## src/rtl/regfile_tagged_if.sv

```systemverilog
// Bus between decode/issue + ROB commit (master) and the tagged register file (slave).
// Read addresses/results are flat vectors, port i at [i*W +: W].
interface regfile_tagged_if #(
  parameter int XLEN     = 32,
  parameter int NREGS    = 32,
  parameter int TAG_W    = 4,
  parameter int NUM_READ = 2
);
  localparam int AW = $clog2(NREGS);

  logic                      rn_en;
  logic [AW-1:0]             rn_addr;
  logic [TAG_W-1:0]          rn_tag;
  logic                      cm_en;
  logic [AW-1:0]             cm_addr;
  logic [TAG_W-1:0]          cm_tag;
  logic [XLEN-1:0]           cm_data;
  logic                      flush;
  logic [NUM_READ*AW-1:0]    rd_addr;
  logic [NUM_READ*XLEN-1:0]  rd_data;
  logic [NUM_READ-1:0]       rd_busy;
  logic [NUM_READ*TAG_W-1:0] rd_tag;
  logic                      all_idle;

  modport master (
    output rn_en, rn_addr, rn_tag, cm_en, cm_addr, cm_tag, cm_data, flush, rd_addr,
    input  rd_data, rd_busy, rd_tag, all_idle
  );

  modport slave (
    input  rn_en, rn_addr, rn_tag, cm_en, cm_addr, cm_tag, cm_data, flush, rd_addr,
    output rd_data, rd_busy, rd_tag, all_idle
  );
endinterface

```

## src/rtl/regfile_tagged.sv

```systemverilog
// Tagged architectural register file: value + busy bit + ROB tag per entry.
// Decode reads/renames, commit writes back and releases the tag, flush drops renames.

// One read port: applies the commit bypass and x0 / reset masking to a selected entry.
module regfile_tagged_rdport #(
  parameter int XLEN  = 32,
  parameter int TAG_W = 4,
  parameter int AW    = 5
) (
  input  logic             en_i,
  input  logic [AW-1:0]    addr_i,
  input  logic [XLEN-1:0]  val_i,
  input  logic             busy_i,
  input  logic [TAG_W-1:0] tag_i,
  input  logic             cm_en_i,
  input  logic [AW-1:0]    cm_addr_i,
  input  logic [TAG_W-1:0] cm_tag_i,
  input  logic [XLEN-1:0]  cm_data_i,
  output logic [XLEN-1:0]  data_o,
  output logic             busy_o,
  output logic [TAG_W-1:0] tag_o
);
  logic hit;

  // Bypass when the committing instruction is the current owner of this register.
  always_comb begin
    data_o = '0;
    busy_o = 1'b0;
    tag_o  = '0;
    hit    = cm_en_i && (cm_addr_i == addr_i) && busy_i && (tag_i == cm_tag_i);
    if (en_i && (addr_i != '0)) begin
      if (hit) begin
        data_o = cm_data_i;
      end else begin
        data_o = val_i;
        busy_o = busy_i;
        tag_o  = busy_i ? tag_i : '0;
      end
    end
  end
endmodule

module regfile_tagged #(
  parameter int XLEN     = 32,
  parameter int NREGS    = 32,
  parameter int TAG_W    = 4,
  parameter int NUM_READ = 2
) (
  input  logic clk,
  input  logic rst,
  regfile_tagged_if.slave bus
);
  localparam int AW = $clog2(NREGS);

  logic [NREGS-1:0][XLEN-1:0]  value_q, value_d;
  logic [NREGS-1:0]            busy_q,  busy_d;
  logic [NREGS-1:0][TAG_W-1:0] tag_q,   tag_d;
  logic                        all_idle_q;

  logic [NUM_READ-1:0][AW-1:0]    rd_addr_w;
  logic [NUM_READ-1:0][XLEN-1:0]  rd_data_w;
  logic [NUM_READ-1:0]            rd_busy_w;
  logic [NUM_READ-1:0][TAG_W-1:0] rd_tag_w;

  // Next state: commit first, then flush or rename override busy/tag (rename wins on collision).
  always_comb begin
    value_d = value_q;
    busy_d  = busy_q;
    tag_d   = tag_q;
    if (bus.cm_en && (bus.cm_addr != '0)) begin
      value_d[bus.cm_addr] = bus.cm_data;
      if (busy_q[bus.cm_addr] && (tag_q[bus.cm_addr] == bus.cm_tag)) begin
        busy_d[bus.cm_addr] = 1'b0;
        tag_d[bus.cm_addr]  = '0;
      end
    end
    if (bus.flush) begin
      busy_d = '0;
      tag_d  = '0;
    end else if (bus.rn_en && (bus.rn_addr != '0)) begin
      busy_d[bus.rn_addr] = 1'b1;
      tag_d[bus.rn_addr]  = bus.rn_tag;
    end
    // x0 is never busy and always zero.
    value_d[0] = '0;
    busy_d[0]  = 1'b0;
    tag_d[0]   = '0;
  end

  // State registers; all_idle tracks next-state busy so it moves with the busy bits.
  always_ff @(posedge clk or negedge rst) begin
    if (!rst) begin
      value_q    <= '0;
      busy_q     <= '0;
      tag_q      <= '0;
      all_idle_q <= 1'b1;
    end else begin
      value_q    <= value_d;
      busy_q     <= busy_d;
      tag_q      <= tag_d;
      all_idle_q <= ~|busy_d;
    end
  end

  assign rd_addr_w = bus.rd_addr;

  for (genvar g = 0; g < NUM_READ; g++) begin : g_rd
    regfile_tagged_rdport #(.XLEN(XLEN), .TAG_W(TAG_W), .AW(AW)) u_rd (
      .en_i      (rst),
      .addr_i    (rd_addr_w[g]),
      .val_i     (value_q[rd_addr_w[g]]),
      .busy_i    (busy_q[rd_addr_w[g]]),
      .tag_i     (tag_q[rd_addr_w[g]]),
      .cm_en_i   (bus.cm_en),
      .cm_addr_i (bus.cm_addr),
      .cm_tag_i  (bus.cm_tag),
      .cm_data_i (bus.cm_data),
      .data_o    (rd_data_w[g]),
      .busy_o    (rd_busy_w[g]),
      .tag_o     (rd_tag_w[g])
    );
  end

  assign bus.rd_data  = rd_data_w;
  assign bus.rd_busy  = rd_busy_w;
  assign bus.rd_tag   = rd_tag_w;
  assign bus.all_idle = all_idle_q;
endmodule

```

## src/flat_wrapper.sv

```systemverilog
// flat-port wrapper written by rule: the top's interface ports become plain ports
module regfile_tagged_flat 
#(
  parameter int XLEN     = 32,
  parameter int NREGS    = 32,
  parameter int TAG_W    = 4,
  parameter int NUM_READ = 2
)
  (clk, rst, bus_rn_en, bus_rn_addr, bus_rn_tag, bus_cm_en, bus_cm_addr, bus_cm_tag, bus_cm_data, bus_flush, bus_rd_addr, bus_rd_data, bus_rd_busy, bus_rd_tag, bus_all_idle);
  regfile_tagged_if #(.XLEN(XLEN), .NREGS(NREGS), .TAG_W(TAG_W), .NUM_READ(NUM_READ)) bus_i ();
  input  logic clk;
  input  logic rst;
  input wire logic [$bits(bus_i.rn_en)-1:0] bus_rn_en;
  input wire logic [$bits(bus_i.rn_addr)-1:0] bus_rn_addr;
  input wire logic [$bits(bus_i.rn_tag)-1:0] bus_rn_tag;
  input wire logic [$bits(bus_i.cm_en)-1:0] bus_cm_en;
  input wire logic [$bits(bus_i.cm_addr)-1:0] bus_cm_addr;
  input wire logic [$bits(bus_i.cm_tag)-1:0] bus_cm_tag;
  input wire logic [$bits(bus_i.cm_data)-1:0] bus_cm_data;
  input wire logic [$bits(bus_i.flush)-1:0] bus_flush;
  input wire logic [$bits(bus_i.rd_addr)-1:0] bus_rd_addr;
  output wire logic [$bits(bus_i.rd_data)-1:0] bus_rd_data;
  output wire logic [$bits(bus_i.rd_busy)-1:0] bus_rd_busy;
  output wire logic [$bits(bus_i.rd_tag)-1:0] bus_rd_tag;
  output wire logic [$bits(bus_i.all_idle)-1:0] bus_all_idle;
  assign bus_i.rn_en = bus_rn_en;
  assign bus_i.rn_addr = bus_rn_addr;
  assign bus_i.rn_tag = bus_rn_tag;
  assign bus_i.cm_en = bus_cm_en;
  assign bus_i.cm_addr = bus_cm_addr;
  assign bus_i.cm_tag = bus_cm_tag;
  assign bus_i.cm_data = bus_cm_data;
  assign bus_i.flush = bus_flush;
  assign bus_i.rd_addr = bus_rd_addr;
  assign bus_rd_data = bus_i.rd_data;
  assign bus_rd_busy = bus_i.rd_busy;
  assign bus_rd_tag = bus_i.rd_tag;
  assign bus_all_idle = bus_i.all_idle;
  regfile_tagged #(.XLEN(XLEN), .NREGS(NREGS), .TAG_W(TAG_W), .NUM_READ(NUM_READ)) u_core (.clk(clk), .rst(rst), .bus(bus_i));
endmodule
```

## config.mk

```make
export PLATFORM = sky130hd
export DESIGN_NAME = regfile_tagged_flat
export DESIGN_NICKNAME = d
export VERILOG_FILES = /design/src/rtl/regfile_tagged_if.sv /design/src/rtl/regfile_tagged.sv /design/src/flat_wrapper.sv
export SDC_FILE = /design/constraint.sdc
export NUM_CORES = 2
export LEC_CHECK = 0
export CAP_MARGIN = 20
export CORE_ASPECT_RATIO = 2
export CORE_MARGIN = 2
export CORE_UTILIZATION = 45
export CTS_CLUSTER_SIZE = 14
export DETAILED_ROUTE_END_ITERATION = 8
export PLACE_DENSITY = 0.64
export SYNTH_ARGS = -nofsm -noshare
export SYNTH_HDL_FRONTEND = slang
export SYNTH_SLANG_ARGS = --single-unit
```

## constraint.sdc

```tcl
create_clock -name clk -period 5.1 [get_ports clk]
set_clock_uncertainty 0.15 [all_clocks]
set_input_delay 1.02 -clock clk [delete_from_list [all_inputs] [get_ports clk]]
set_output_delay 1.02 -clock clk [all_outputs]
set_load 0.03 [all_outputs]
```

; ---- Yosys cells after proc, flatten, opt, wreduce, memory -nomap -nowiden
; Cells that the tools add are included.
[op_classes]
n_lt_le_gt_ge = 6
n_eq_ne = 5
n_mux = 50
bitwise = 5
n_reduce_logical = 19
[ops]
columns = operator, count
row1 = 1024-bit bitwise mux, 1
row2 = 128-bit two-way mux, 4
row3 = 32-bit two-way mux, 11
row4 = 32-bit binary-select mux with 5-bit select, 2
row5 = 32-bit demux with 5-bit select, 1
row6 = 128-bit AND, 1
row7 = 128-bit bitwise mux, 1
row8 = 128-bit NOT, 1
row9 = 4-bit binary-select mux with 5-bit select, 3
row10 = 4-bit two-way mux, 11
row11 = 4-bit demux with 5-bit select, 2
row12 = 32-bit AND, 1
row13 = 32-bit NOT, 1
row14 = 32-bit OR, 1
row15 = 31-bit OR reduction, 1
row16 = "5-bit by 6-bit < comparator with 1-bit output, second input constant", 4
row17 = 5-bit nonzero test, 4
row18 = 1-bit binary-select mux with 5-bit select, 3
row19 = 1-bit logical AND, 13
row20 = 4-bit equality test, 3
row21 = 1-bit demux with 5-bit select, 2
row22 = 5-bit equality test, 2
row23 = "5-bit by 1-bit >= comparator with 1-bit output, second input constant", 2
row24 = 1-bit two-way mux, 9
row25 = 1-bit zero test, 1
[word_totals]
regBits = 1148
in_bits = 65
out_inout_bits = 75
word_cells = 149

; ---- Depth between registers and ports, before layout
[logic_depth]
depth_word = 13
mapped_depth = 14
ltp_nobuf = 9

; ---- Cells and area by module
; A second synthesis with hierarchy kept.
[unflattened]
cells_unflattened = 4852
area_unflattened_um2 = 65215.0
[by_module_without_submodules]
columns = mod, n_inst, cells_each, area_per_inst_um2, seq_area_each_um2
row1 = regfile_tagged, 1, 4596, 63598.5, 28728.8
row2 = regfile_tagged_rdport, 2, 128, 808.3, 0.0

; ---- Worst setup path before layout
; OpenSTA, ideal clock, no wires.
[synth_path]
kind = input-to-output
startpoint = input bus_rd_addr[5]
endpoint = output bus_rd_tag[6]
arrival_ps = 3789
required_ps = 3930
setup_slack_ps = 141
path_stages = 12
n_path_buf = 3
path_cell_list = buf_4 buf_6 buf_4 mux2i_1 o221ai_1 o22ai_1 a21oi_1 o21ai_0 xnor2_1 nor4_4 or4_1 nor3_1
[synth_between]
elab_chain_cells = 6
word_cells_on_any_way = 14
classes_between = 2 x eq/ne / 7 x mux / 5 x reduce/logical
[synth_rtl]
columns = item, line
row1 = start: declaration, flat_wrapper.sv:21  ; input wire logic [$bits(bus_i.rd_addr)-1:0] bus_rd_addr;
row2 = 4-bit binary-select mux with 5-bit select (tied with other cells), regfile_tagged.sv:113  ; .tag_i (tag_q[rd_addr_w[g]]),
row3 = 4-bit two-way mux (implied by the code) (tied with other cells), regfile_tagged.sv:113
row4 = 4-bit equality test or 1-bit logical AND (tied branches), regfile_tagged.sv:30  ; hit = cm_en_i && (cm_addr_i == addr_i) && busy_i && (tag_i == cm_tag_i);
row5 = 1-bit logical AND, regfile_tagged.sv:30
row6 = 4-bit two-way mux, regfile_tagged.sv:32  ; if (hit) begin
row7 = 4-bit two-way mux *, regfile_tagged.sv:31  ; if (en_i && (addr_i != '0)) begin
row8 = end: declaration, flat_wrapper.sv:24  ; output wire logic [$bits(bus_i.rd_tag)-1:0] bus_rd_tag;
; Every way passes the cells marked *; elsewhere a longest branch is shown, timed or not. The select of a mux whose other input is x is not followed.

; ---- Worst setup path after layout
[layout_path]
startpoint = input bus_rd_addr[7]
endpoint = output bus_rd_data[60]
[layout_between]
elab_chain_cells = 6
word_cells_on_any_way = 15
classes_between = 2 x eq/ne / 8 x mux / 5 x reduce/logical
[layout_rtl]
columns = item, line
row1 = 4-bit binary-select mux with 5-bit select (tied with other cells), regfile_tagged.sv:113
row2 = 4-bit two-way mux (implied by the code) (tied with other cells), regfile_tagged.sv:113
row3 = 4-bit equality test or 1-bit logical AND (tied branches), regfile_tagged.sv:30
row4 = 1-bit logical AND, regfile_tagged.sv:30
row5 = 32-bit two-way mux, regfile_tagged.sv:32
row6 = 32-bit two-way mux *, regfile_tagged.sv:31
row7 = end: declaration, flat_wrapper.sv:22  ; output wire logic [$bits(bus_i.rd_data)-1:0] bus_rd_data;
; Marked as above.

==> out/results.tsv <==
stage	metric	value	unit
setup_path	timing.critical_path.slowest_cell_delay	0.87	ns
clock_tree	clock-sinks	1148	
global_routing	grt_busiest_layer	met2	
setup_path	r2r_cells	12	
pwr	powerDensity	344	nW/um^2
placed_design	hpwl	149000	microns
sta	worst_slew_pin_slew	1.21	ns
setup_path	critPathCaptureType	output port	
finish	fillers	12200	
placed_design	placement.io_buffers	139	
clock_tree	cts_max_level	3	
yosys	postSynthCellCount	5294	
yosys	yosysMostFrequentCell	dfrtp_1	
global_routing	use_met3	5.32	%
setup_path	critical_path_class	in2out	
clock_tree	clk-insertion-delay-late	0.73	ns
global_routing	grt_max_degree	189	
global_routing	grt_pass1_vias	50400	
yosys	ys_seq_area_share	43.9	%
outcome	violations	setup timing	
sta	hold_violations	0	
clock_tree	cts_buffer_depth	3	
yosys	postSynthAreaPerCell	12.4	sq um
yosys	ys.flop_type	dfrtp_1	
setup_path	reg2reg_slack	0.77	ns
yosys	yosys_warnings	0	
sta	setup_slack	-0.00203	ns
placed_design	gp_congestion	1.01	
global_routing	grt_pass1_wl	348000	microns
setup_path	rr_endpoint	u_core.bus.all_idle	
setup_path	worst-path-buf-inv	4	
finish	area.sequential	28700	sq um
setup_path	startpoint_type	primary input	
setup_path	arrival	3.93	ns
global_routing	gr-usage-met1	36.3	%
yosys	synth_common_cells	dfrtp_1, nand2_1, mux2_2	
sta	slew_headroom	19.1	%
finish	synthToLayoutAreaGrowth	15.0	%
pwr	power.total	25800	uW
die	dieArea	149000	sq um
yosys	async_flop_share	100	%
detailed_routing	vias	48300	
yosys	yosysTopAreaCellShare	43.9	%
setup_path	crit_family	simple AND/OR/NAND/NOR gates	
yosys	synth_area_leader_cell	dfrtp_1	
sta	slew_viol_final	0	
sta	rsz0062_at_grt	yes	
global_routing	met2_usage	55.1	%
die	io_pins	140	
yosys	synth_nets	5359	
clock_tree	clockRootBuffer	clkbuf_16	
detailed_routing	ant_nets	0	
setup_path	reg2reg_from	u_core.tag_q[21]	
die	die_h	543	microns
flow_run	cap_violations	0	
yosys	synth_edf_count	0	
sta	setup_viol	1	
pwr	leakage	0.0325	uW
finish	drive_gt1_share	39.9	%
outcome	status	finished, violations left	
global_routing	antenna_found_initial	4	
global_routing	grt_util_all_layers	32.3	%
yosys	yosys-top-cells-area	dfrtp_1, mux4_2, mux2_2	
clock_tree	cts_made_buffers	103	
die	die_w	274	microns
setup_path	cp_data_required_time	3.93	ns
finish	fin_nets	5468	
global_routing	overflow	0	
setup_path	crit_fanout	17	
finish	fin_util	52.2	%
die	rows	197	
yosys	synth.cell_area	65400	sq um
detailed_routing	first_iter_violations	4814	
yosys	synth_cell_types	68	
detailed_routing	first_pass_iters	6	
sta	fmax	0.196	GHz
finish	multi_input_area	35000	sq um
pwr	ir_drop	0.000261	V
die	initial_utilization	45.4	%
min_path	min_path_type	in2async	
setup_path	slowest_stage	nor2_2	
detailed_routing	wl_per_cell	32.3	microns
sta	fin_crit	5.10	ns
setup_path	path_cells	buf_8, buf_4, inv_1, nor2_2, a22o_1, mux4_2, nand2_1, nand2_1, mux2i_1, nor2_1, buf_12	
detailed_routing	drt_wl_total	238000	microns
yosys	synth-seq-cells	1148	
clock_tree	cts_tree	done	
detailed_routing	viasPerCell	6.55	
sta	whs	0.0285	ns
setup_path	crit_top_cell	nand2_1	
sta	period_share	100	%
die	core-area	144000	sq um
clock_tree	clk_pin_slew	0.07	ns
detailed_routing	drc	0	
## layout by cell type (no fill, tap or decap), drive strengths merged, types with 8 or more instances in the layout
cell / n
nor2b: 9
clkinv: 23
o22ai: 44
nor4: 18
a22o: 65
a221o: 8
o31ai: 9
clkdlybuf4s50: 45
xnor2: 8
o221ai: 28
inv: 40
xor2: 9
nand2b: 9
o41ai: 9
nand3: 174
nor2: 188
o2111ai: 9
nand4: 13
mux2i: 181
mux2: 810
o21ai: 25
nor3: 16
dfrtp: 1147
mux4: 627
nand2: 1140
buf: 446
clkbuf: 153
a21oi: 147
## report_power, final
group | internal (uW) | switching (uW)
clock | 4450 | 3650
sequential | 10600 | 1150
combinational | 3410 | 2550
## worst max path at each step
stage | cells past startpoint | end | slack (ns) | startpoint
after floorplan | 12 | bus_rd_tag[6] | 0.14 | bus_rd_addr[5]
after global routing | 16 | bus_rd_data[59] | -0.05 | bus_rd_addr[5]
after detailed placement | 14 | u_core.bus.all_idle | -0.32 | bus_cm_addr[4]
after global placement | 14 | u_core.bus.all_idle | -0.36 | bus_cm_addr[4]
final | 11 | bus_rd_data[60] | -0.002 | bus_rd_addr[7]
after CTS | 16 | bus_rd_data[58] | 0.006 | bus_rd_addr[5]
## final cells by class
class	instances	share of cell area, %
diodes	5	0.0166
repair buffers	499	7.33
clock buffers	151	4.05
flip-flops and latches	1148	38.2
clock inverters	33	0.507
well taps	1890	3.14
inverters	36	0.193
multi-input cells	3615	46.6
## routing by layer
| layer | routed length [microns] | up-vias |
|---|---|---|
| li1 | - | 19700 |
| met1 | 81400 | 25400 |
| met2 | 121000 | 2345 |
| met3 | 14900 | 878 |
| met4 | 20200 | 0 |
| met5 | 0 | - |
## metrics by stage
step                setup TNS [ns]  setup slack [ns]  cells  instance area [sq um]
finish                    -0.00203          -0.00203   7377                  75200
floorplan                        0             0.141   5294                  65400
detailed placement           -8.16            -0.316   7158                  70800
global route                -0.277           -0.0484   7373                  75200
global placement             -6.10            -0.357   7158                  70800
CTS                              0           0.00579   7357                  74700
## repair_timing
item / in CTS / in global routing
gates cloned: 5 / 4
setup buffers: 11 / 13
setup endpoints to repair: 73 / 63
gates resized for setup: 59 / 73
hold buffers: 0 / 0
endpoints found under the hold margin: 0 / 0
pin swaps: 10 / 24
## registers in the layout, indices dropped and copies added, names as in the netlist
register and flops:
u_core.bus.all_idle 1, u_core.value_q 992, u_core.busy_q 31, u_core.tag_q 124
## logic make-up after synthesis
kind of cell	Yosys count	share of synthesized area, %
and+or+nand+nor	1606	10.2
DFF	1148	43.9
muxes	1618	38.3
AOI/OAI and AO/OA	372	3.82
buffers and inverters	533	3.54
xor gates and xnor gates	17	0.228
Power figures use the tool's default switching activity.
